## src/rtl/scoreboard_pkg.sv

```systemverilog
// Shared definitions for the basketball score controller: FSM encoding,
// parameter defaults and BCD score layout.
package scoreboard_pkg;

    localparam int DIGIT_W         = 4;
    localparam int SCORE_W         = 3 * DIGIT_W;
    localparam int MAX_SCORE_DEF   = 199;
    localparam int FLASH_TICKS_DEF = 50;

    typedef enum logic {
        S_IDLE = 1'b0,
        S_ADD  = 1'b1
    } state_t;

    // Binary to {hundreds, tens, ones}; used only on elaboration-time constants.
    function automatic logic [SCORE_W-1:0] to_bcd(input int v);
        return {DIGIT_W'((v / 100) % 10), DIGIT_W'((v / 10) % 10), DIGIT_W'(v % 10)};
    endfunction

endpackage

```

## src/rtl/bcd_score_cnt.sv

```systemverilog
// Three-digit BCD score register: +1 per enabled cycle, holds at MAX_SCORE,
// synchronous clear.
module bcd_score_cnt
    import scoreboard_pkg::*;
#(
    parameter int MAX_SCORE = MAX_SCORE_DEF
) (
    input  logic               i_clk,
    input  logic               i_rst,
    input  logic               i_clr,
    input  logic               i_inc,
    output logic [SCORE_W-1:0] o_score
);

    localparam logic [SCORE_W-1:0] MAX_BCD = to_bcd(MAX_SCORE);

    logic [SCORE_W-1:0] r_score;
    logic [SCORE_W-1:0] w_next;
    logic [DIGIT_W-1:0] w_hun, w_ten, w_one;

    assign {w_hun, w_ten, w_one} = r_score;

    always_comb begin
        w_next = r_score;
        if (w_one != DIGIT_W'(9)) begin
            w_next = {w_hun, w_ten, w_one + 1'b1};
        end else if (w_ten != DIGIT_W'(9)) begin
            w_next = {w_hun, w_ten + 1'b1, DIGIT_W'(0)};
        end else begin
            w_next = {w_hun + 1'b1, DIGIT_W'(0), DIGIT_W'(0)};
        end
    end

    always_ff @(posedge i_clk) begin
        if (i_rst || i_clr) begin
            r_score <= '0;
        end else if (i_inc && (r_score != MAX_BCD)) begin
            r_score <= w_next;
        end
    end

    assign o_score = r_score;

endmodule

```

## src/rtl/score_ctrl.sv

```systemverilog
// Score controller: accepts +1/+2/+3 requests for the team in possession,
// applies them one point per cycle with a one-deep pending slot.
//   state  | meaning
//   S_IDLE | no add in progress
//   S_ADD  | adding one point per cycle to r_team, r_cnt points remaining
module score_ctrl
    import scoreboard_pkg::*;
#(
    parameter int MAX_SCORE   = MAX_SCORE_DEF,
    parameter int FLASH_TICKS = FLASH_TICKS_DEF
) (
    input  logic               i_clk_db,
    input  logic               i_rst,
    input  logic               i_clr_p,
    input  logic               i_add1_p,
    input  logic               i_add2_p,
    input  logic               i_add3_p,
    input  logic               i_poss_a,
    input  logic               i_poss_b,
    output logic [SCORE_W-1:0] o_score_a,
    output logic [SCORE_W-1:0] o_score_b,
    output logic [1:0]         o_poss_led,
    output logic               o_poss_err,
    output logic               o_busy,
    output logic               o_flash_a,
    output logic               o_flash_b,
    output logic               o_drop_p
);

    localparam int            FW         = (FLASH_TICKS > 0) ? $clog2(FLASH_TICKS + 1) : 1;
    localparam logic [FW-1:0] FLASH_LOAD = FW'(FLASH_TICKS);

    state_t        r_state, w_state;
    logic [1:0]    r_cnt, w_cnt, r_pend_pts, w_pend_pts;
    logic          r_team, w_team, r_pend_v, w_pend_v, r_pend_team, w_pend_team;
    logic [FW-1:0] r_flash_a, w_flash_a, r_flash_b, w_flash_b;
    logic          r_drop, w_drop;
    logic [1:0]    r_poss_led;
    logic          r_poss_err;

    logic       w_any, w_multi, w_req, w_req_team, w_final, w_inc_a, w_inc_b;
    logic [1:0] w_pts;

    assign w_any      = i_add1_p | i_add2_p | i_add3_p;
    assign w_multi    = (i_add1_p & i_add2_p) | (i_add1_p & i_add3_p) | (i_add2_p & i_add3_p);
    assign w_pts      = i_add3_p ? 2'd3 : (i_add2_p ? 2'd2 : 2'd1);
    assign w_req      = w_any & (i_poss_a ^ i_poss_b);
    assign w_req_team = i_poss_b;
    assign w_final    = (r_state == S_ADD) && (r_cnt == 2'd1);
    assign w_inc_a    = (r_state == S_ADD) && !r_team;
    assign w_inc_b    = (r_state == S_ADD) && r_team;

    bcd_score_cnt #(.MAX_SCORE(MAX_SCORE)) u_score_a (
        .i_clk(i_clk_db), .i_rst(i_rst), .i_clr(i_clr_p), .i_inc(w_inc_a), .o_score(o_score_a)
    );
    bcd_score_cnt #(.MAX_SCORE(MAX_SCORE)) u_score_b (
        .i_clk(i_clk_db), .i_rst(i_rst), .i_clr(i_clr_p), .i_inc(w_inc_b), .o_score(o_score_b)
    );

    always_comb begin
        w_state     = r_state;
        w_cnt       = r_cnt;
        w_team      = r_team;
        w_pend_v    = r_pend_v;
        w_pend_pts  = r_pend_pts;
        w_pend_team = r_pend_team;
        w_flash_a   = r_flash_a;
        w_flash_b   = r_flash_b;
        w_drop      = 1'b0;
        if (r_flash_a != '0) w_flash_a = r_flash_a - 1'b1;
        if (r_flash_b != '0) w_flash_b = r_flash_b - 1'b1;

        if (i_clr_p) begin
            w_state   = S_IDLE;
            w_cnt     = 2'd0;
            w_pend_v  = 1'b0;
            w_flash_a = '0;
            w_flash_b = '0;
            w_drop    = w_any;
        end else begin
            w_drop = w_multi | (w_any & ~(i_poss_a ^ i_poss_b));
            case (r_state)
                S_IDLE: begin
                    if (w_req) begin
                        w_state = S_ADD;
                        w_cnt   = w_pts;
                        w_team  = w_req_team;
                    end
                end
                S_ADD: begin
                    w_cnt = r_cnt - 2'd1;
                    if (w_final) begin
                        if (r_team) w_flash_b = FLASH_LOAD;
                        else        w_flash_a = FLASH_LOAD;
                        // The pending slot frees up on this edge, so a new request may refill it.
                        if (r_pend_v) begin
                            w_cnt       = r_pend_pts;
                            w_team      = r_pend_team;
                            w_pend_v    = w_req;
                            w_pend_pts  = w_pts;
                            w_pend_team = w_req_team;
                        end else if (w_req) begin
                            w_cnt  = w_pts;
                            w_team = w_req_team;
                        end else begin
                            w_state = S_IDLE;
                        end
                    end else if (w_req) begin
                        if (!r_pend_v) begin
                            w_pend_v    = 1'b1;
                            w_pend_pts  = w_pts;
                            w_pend_team = w_req_team;
                        end else begin
                            w_drop = 1'b1;
                        end
                    end
                end
                default: w_state = S_IDLE;
            endcase
        end
    end

    always_ff @(posedge i_clk_db) begin
        if (i_rst) begin
            r_state     <= S_IDLE;
            r_cnt       <= 2'd0;
            r_team      <= 1'b0;
            r_pend_v    <= 1'b0;
            r_pend_pts  <= 2'd0;
            r_pend_team <= 1'b0;
            r_flash_a   <= '0;
            r_flash_b   <= '0;
            r_drop      <= 1'b0;
            r_poss_led  <= 2'b00;
            r_poss_err  <= 1'b0;
        end else begin
            r_state     <= w_state;
            r_cnt       <= w_cnt;
            r_team      <= w_team;
            r_pend_v    <= w_pend_v;
            r_pend_pts  <= w_pend_pts;
            r_pend_team <= w_pend_team;
            r_flash_a   <= w_flash_a;
            r_flash_b   <= w_flash_b;
            r_drop      <= w_drop;
            r_poss_led  <= {i_poss_b & ~i_poss_a, i_poss_a & ~i_poss_b};
            r_poss_err  <= (i_poss_a == i_poss_b);
        end
    end

    assign o_busy     = (r_state == S_ADD);
    assign o_flash_a  = (r_flash_a != '0);
    assign o_flash_b  = (r_flash_b != '0);
    assign o_drop_p   = r_drop;
    assign o_poss_led = r_poss_led;
    assign o_poss_err = r_poss_err;

endmodule

```

## config.mk

```make
export PLATFORM = sky130hd
export DESIGN_NAME = score_ctrl
export DESIGN_NICKNAME = d
export VERILOG_FILES = /design/src/rtl/scoreboard_pkg.sv /design/src/rtl/bcd_score_cnt.sv /design/src/rtl/score_ctrl.sv
export SDC_FILE = /design/constraint.sdc
export NUM_CORES = 1
export LEC_CHECK = 0
export CAP_MARGIN = 20
export CORE_MARGIN = 4
export CORE_UTILIZATION = 48
export CTS_BUF_LIST = sky130_fd_sc_hd__clkbuf_8 sky130_fd_sc_hd__clkbuf_16
export DETAILED_ROUTE_END_ITERATION = 10
export PLACE_DENSITY = 0.77
export RECOVER_POWER = 25
export SLEW_MARGIN = 25
export SYNTH_ARGS = -nofsm -noshare
export SYNTH_HDL_FRONTEND = slang
export SYNTH_SLANG_ARGS = --single-unit
```

## constraint.sdc

```tcl
create_clock -name i_clk_db -period 1.8 [get_ports i_clk_db]
set_clock_uncertainty 0.2 [all_clocks]
set_input_delay 0.36 -clock i_clk_db [delete_from_list [all_inputs] [get_ports i_clk_db]]
set_output_delay 0.36 -clock i_clk_db [all_outputs]
set_load 0.03 [all_outputs]
```

==> out/qor.yml <==
outcome: "complete, but fails checks"
violations: "negative setup slack"
clock_path_buffers: 2
yosys_warnings: 0
fin_area_mm2: 0.00346
holdCritPathClass: "input pin to flop"
overflow: 0
die_area_mm2: 0.00644
critPathArrivalTime_ns: 1.80
ys_async_sr_fraction: 0
nets: 377
core_mm2: 0.00507
r2r_setup_slack_ns: -0.0009
clkTransAtPathRegs_ns: 0.09
initial_core_util: 0.494
wl_met3_um: 230
maxSlewViolCount: 0
hold_viol: 0
areaGrowthSynthToFinish_pct: 38.1
cts_made_buffers: 5
place_congestion: 0.897
cts_num_sinks: 48
fillers: 437
final_cells: 429
dr.pass1.iters: 4
hold_start: "i_poss_b"
syn_area_mm2: 0.00251
cts_max_level: 2
p_leak_nw: 1.41
post-route-period-util: 1.00
min_to: "o_poss_led[1]$_SDFF_PP0_"
antenna_found_initial: 0
clk_latency_ns: 0.30
grt_pass1_vias: 2274
cts-root-buf: "clkbuf_8"
placed_area_mm2: 0.00322
maxCapViolations: 0
dp_slack_ns: -0.540
synth_edf_count: 0
timing.rr.end: "u_score_b.o_score[8]$_SDFFE_PP0P_"
die_h_um: 80.3
tightest_slew_ns: 0.371
critPathLaunchType: "flop"
cellPowerDensity_mw_per_mm2: 1040
synth.distinct_cells: 54
die_w_um: 80.3
synth_seq_area_share: 0.383
dp_cells: 415
num_antenna_cells: 0
syn_inst: 284
cts_tree: "built"
port_buffers: 38
crit_type: "flop to flop"
vias: 2276
drt-initial-drc-count: 108
grt_max_degree: 17
vias_per_cell: 5.31
grt_usage: 0.189
drt-met1-wl_um: 2520
cp.required_ns: 1.80
maxSlewHeadroom: 0.752
layout_setup_ws_ns: -0.000882
drc: 0
routed_wl_um: 5830
drtAntennaViolNets: 0
setup_viol: 1
synth_ff_type: "dfxtp_1"
drive_above_1_share: 0.281
fin_crit_ns: 1.80
wl_met2_um: 3010
reg2reg_from: "u_score_b.o_score[9]$_SDFFE_PP0P_"
min_path_cells: 3
tns_ns: -0.000882
ys_ff_latch: 48
dp_hpwl_um: 4210
syn_nets: 303
reg2reg_depth: 7
end_kind: "flop"
io_pins: 39
syn_avg_cell_area_um2: 8.82
ctsHoldBuffers: 0
vdd_ir_drop_max_v: 0.000646
grt_pass1_wl_um: 9910
finalPower_w: 0.00361
routed.top_layer: "met4"
clock.fmax_mhz: 555
wl_per_cell_um: 13.6
rows: 26
worstPathMaxFanout: 5
grt_setup_unrepaired: "yes"
[cell families (layout without fill, tap and decap cells)]
group | after synthesis | in the layout | share of synthesized area
flip-flops | 48 | 48 | 0.383
AND/OR/NAND/NOR | 117 | 117 | 0.276
AO/OA/AOI/OAI | 53 | 53 | 0.140
adder cells (fa/ha/maj) | 12 | 12 | 0.0589
multiplexers | 9 | 9 | 0.0369
XOR/XNOR | 18 | 18 | 0.0629
buffers and inverters | 27 | 102 | 0.0424
[repair_timing]
item	CTS	global route
pin swaps	5	11
setup buffers	3	3
resized for setup	33	33
endpoints found under the setup margin	37	17
[worst max-delay path: stages, from the launching register on]
cell and delay (ns):
dfxtp_4 0.36, inv_2 0.04, ha_4 0.15, and4bb_2 0.24, nor4b_4 0.37, buf_4 0.19, xnor2_1 0.10, nor2_1 0.05
[Yosys cell counts (3+ instances only)]
master	count	area share
a211oi_1	3	0.0090
a21oi_1	23	0.046
and3_1	3	0.0075
clkbuf_1	10	0.015
dfxtp_1	48	0.38
ha_1	11	0.055
inv_1	15	0.022
mux2i_1	7	0.028
nand2_1	22	0.033
nand2b_1	5	0.012
nand3_1	10	0.020
nand3b_1	4	0.012
nand4_1	4	0.010
nor2_1	31	0.046
nor2b_1	6	0.015
nor3_1	10	0.020
nor3b_1	4	0.012
o21ai_0	6	0.012
or3_1	3	0.0075
xnor2_1	14	0.049
xor2_1	4	0.014
[cells in the final DEF, fill, tap and decap left out, types with 8 or more instances in the layout]
cell type      netlist  layout
dfxtp_1             48      38
buf_4                1      38
nor2_1              31      31
dlygate4sd2_1        0      25
nand2_1             22      22
a21oi_1             23      20
xnor2_1             14      13
nand3_1             10      10
inv_1               15       9
nor3_1              10       8
dfxtp_2              0       8
[where the power goes]
group / internal, W / switching, W
sequential: 0.00118 / 0.000114
combinational: 0.000805 / 0.000760
clock: 0.000407 / 0.000342
total: 0.00240 / 0.00122
[through the flow]
step | hold WS (ns) | util
finish | 0.283 | 0.682
global route | 0.301 | 0.682
CTS | 0.299 | 0.655
detailed placement | 0.284 | 0.634
global placement | 0.274 | 0.634
floorplan | 0.288 | -
[final cells by class]
type | instances | area (um2) | area share
Tap cell | 70 | 87.6 | 0.0253
Multi-Input combinational cell | 209 | 1590 | 0.459
Clock inverter | 3 | 38.8 | 0.0112
Timing Repair Buffer | 79 | 644 | 0.186
Sequential cell | 48 | 978 | 0.283
Inverter | 15 | 56.3 | 0.0163
Clock buffer | 5 | 68.8 | 0.0199
[routing by layer]
metal / vias up / track usage
li1: 1150 / -
met5: - / 0
met4: 0 / 0.0541
met3: 6 / 0.0370
met1: 1062 / 0.227
met2: 58 / 0.339
[how the worst max path moves through the flow]
stage / slack, ns / depth (start not counted) / startpoint / endpoint
global placement: -0.48 / 6 / i_poss_b / r_pend_team$_SDFFE_PP0P_
floorplan: -0.0007 / 6 / u_score_b.o_score[9]$_SDFFE_PP0P_ / u_score_b.o_score[10]$_SDFFE_PP0P_
global route: -0.06 / 6 / u_score_a.o_score[9]$_SDFFE_PP0P_ / u_score_a.o_score[11]$_SDFFE_PP0P_
detailed placement: -0.54 / 6 / i_poss_b / r_pend_pts[1]$_SDFFE_PP0P_
CTS: 0.005 / 6 / i_add1_p / r_cnt[1]$_SDFFE_PP0P_
finish: -0.0009 / 7 / u_score_b.o_score[9]$_SDFFE_PP0P_ / u_score_b.o_score[8]$_SDFFE_PP0P_
[state kept, by name, summed over array words and instances, names as in the netlist, 2 cells and up]
name / count
u_score_b.o_score: 12
u_score_a.o_score: 12
r_flash_b: 6
r_cnt: 2
o_poss_led: 2
r_flash_a: 6
r_pend_pts: 2
(Power assumes the default switching activity.)
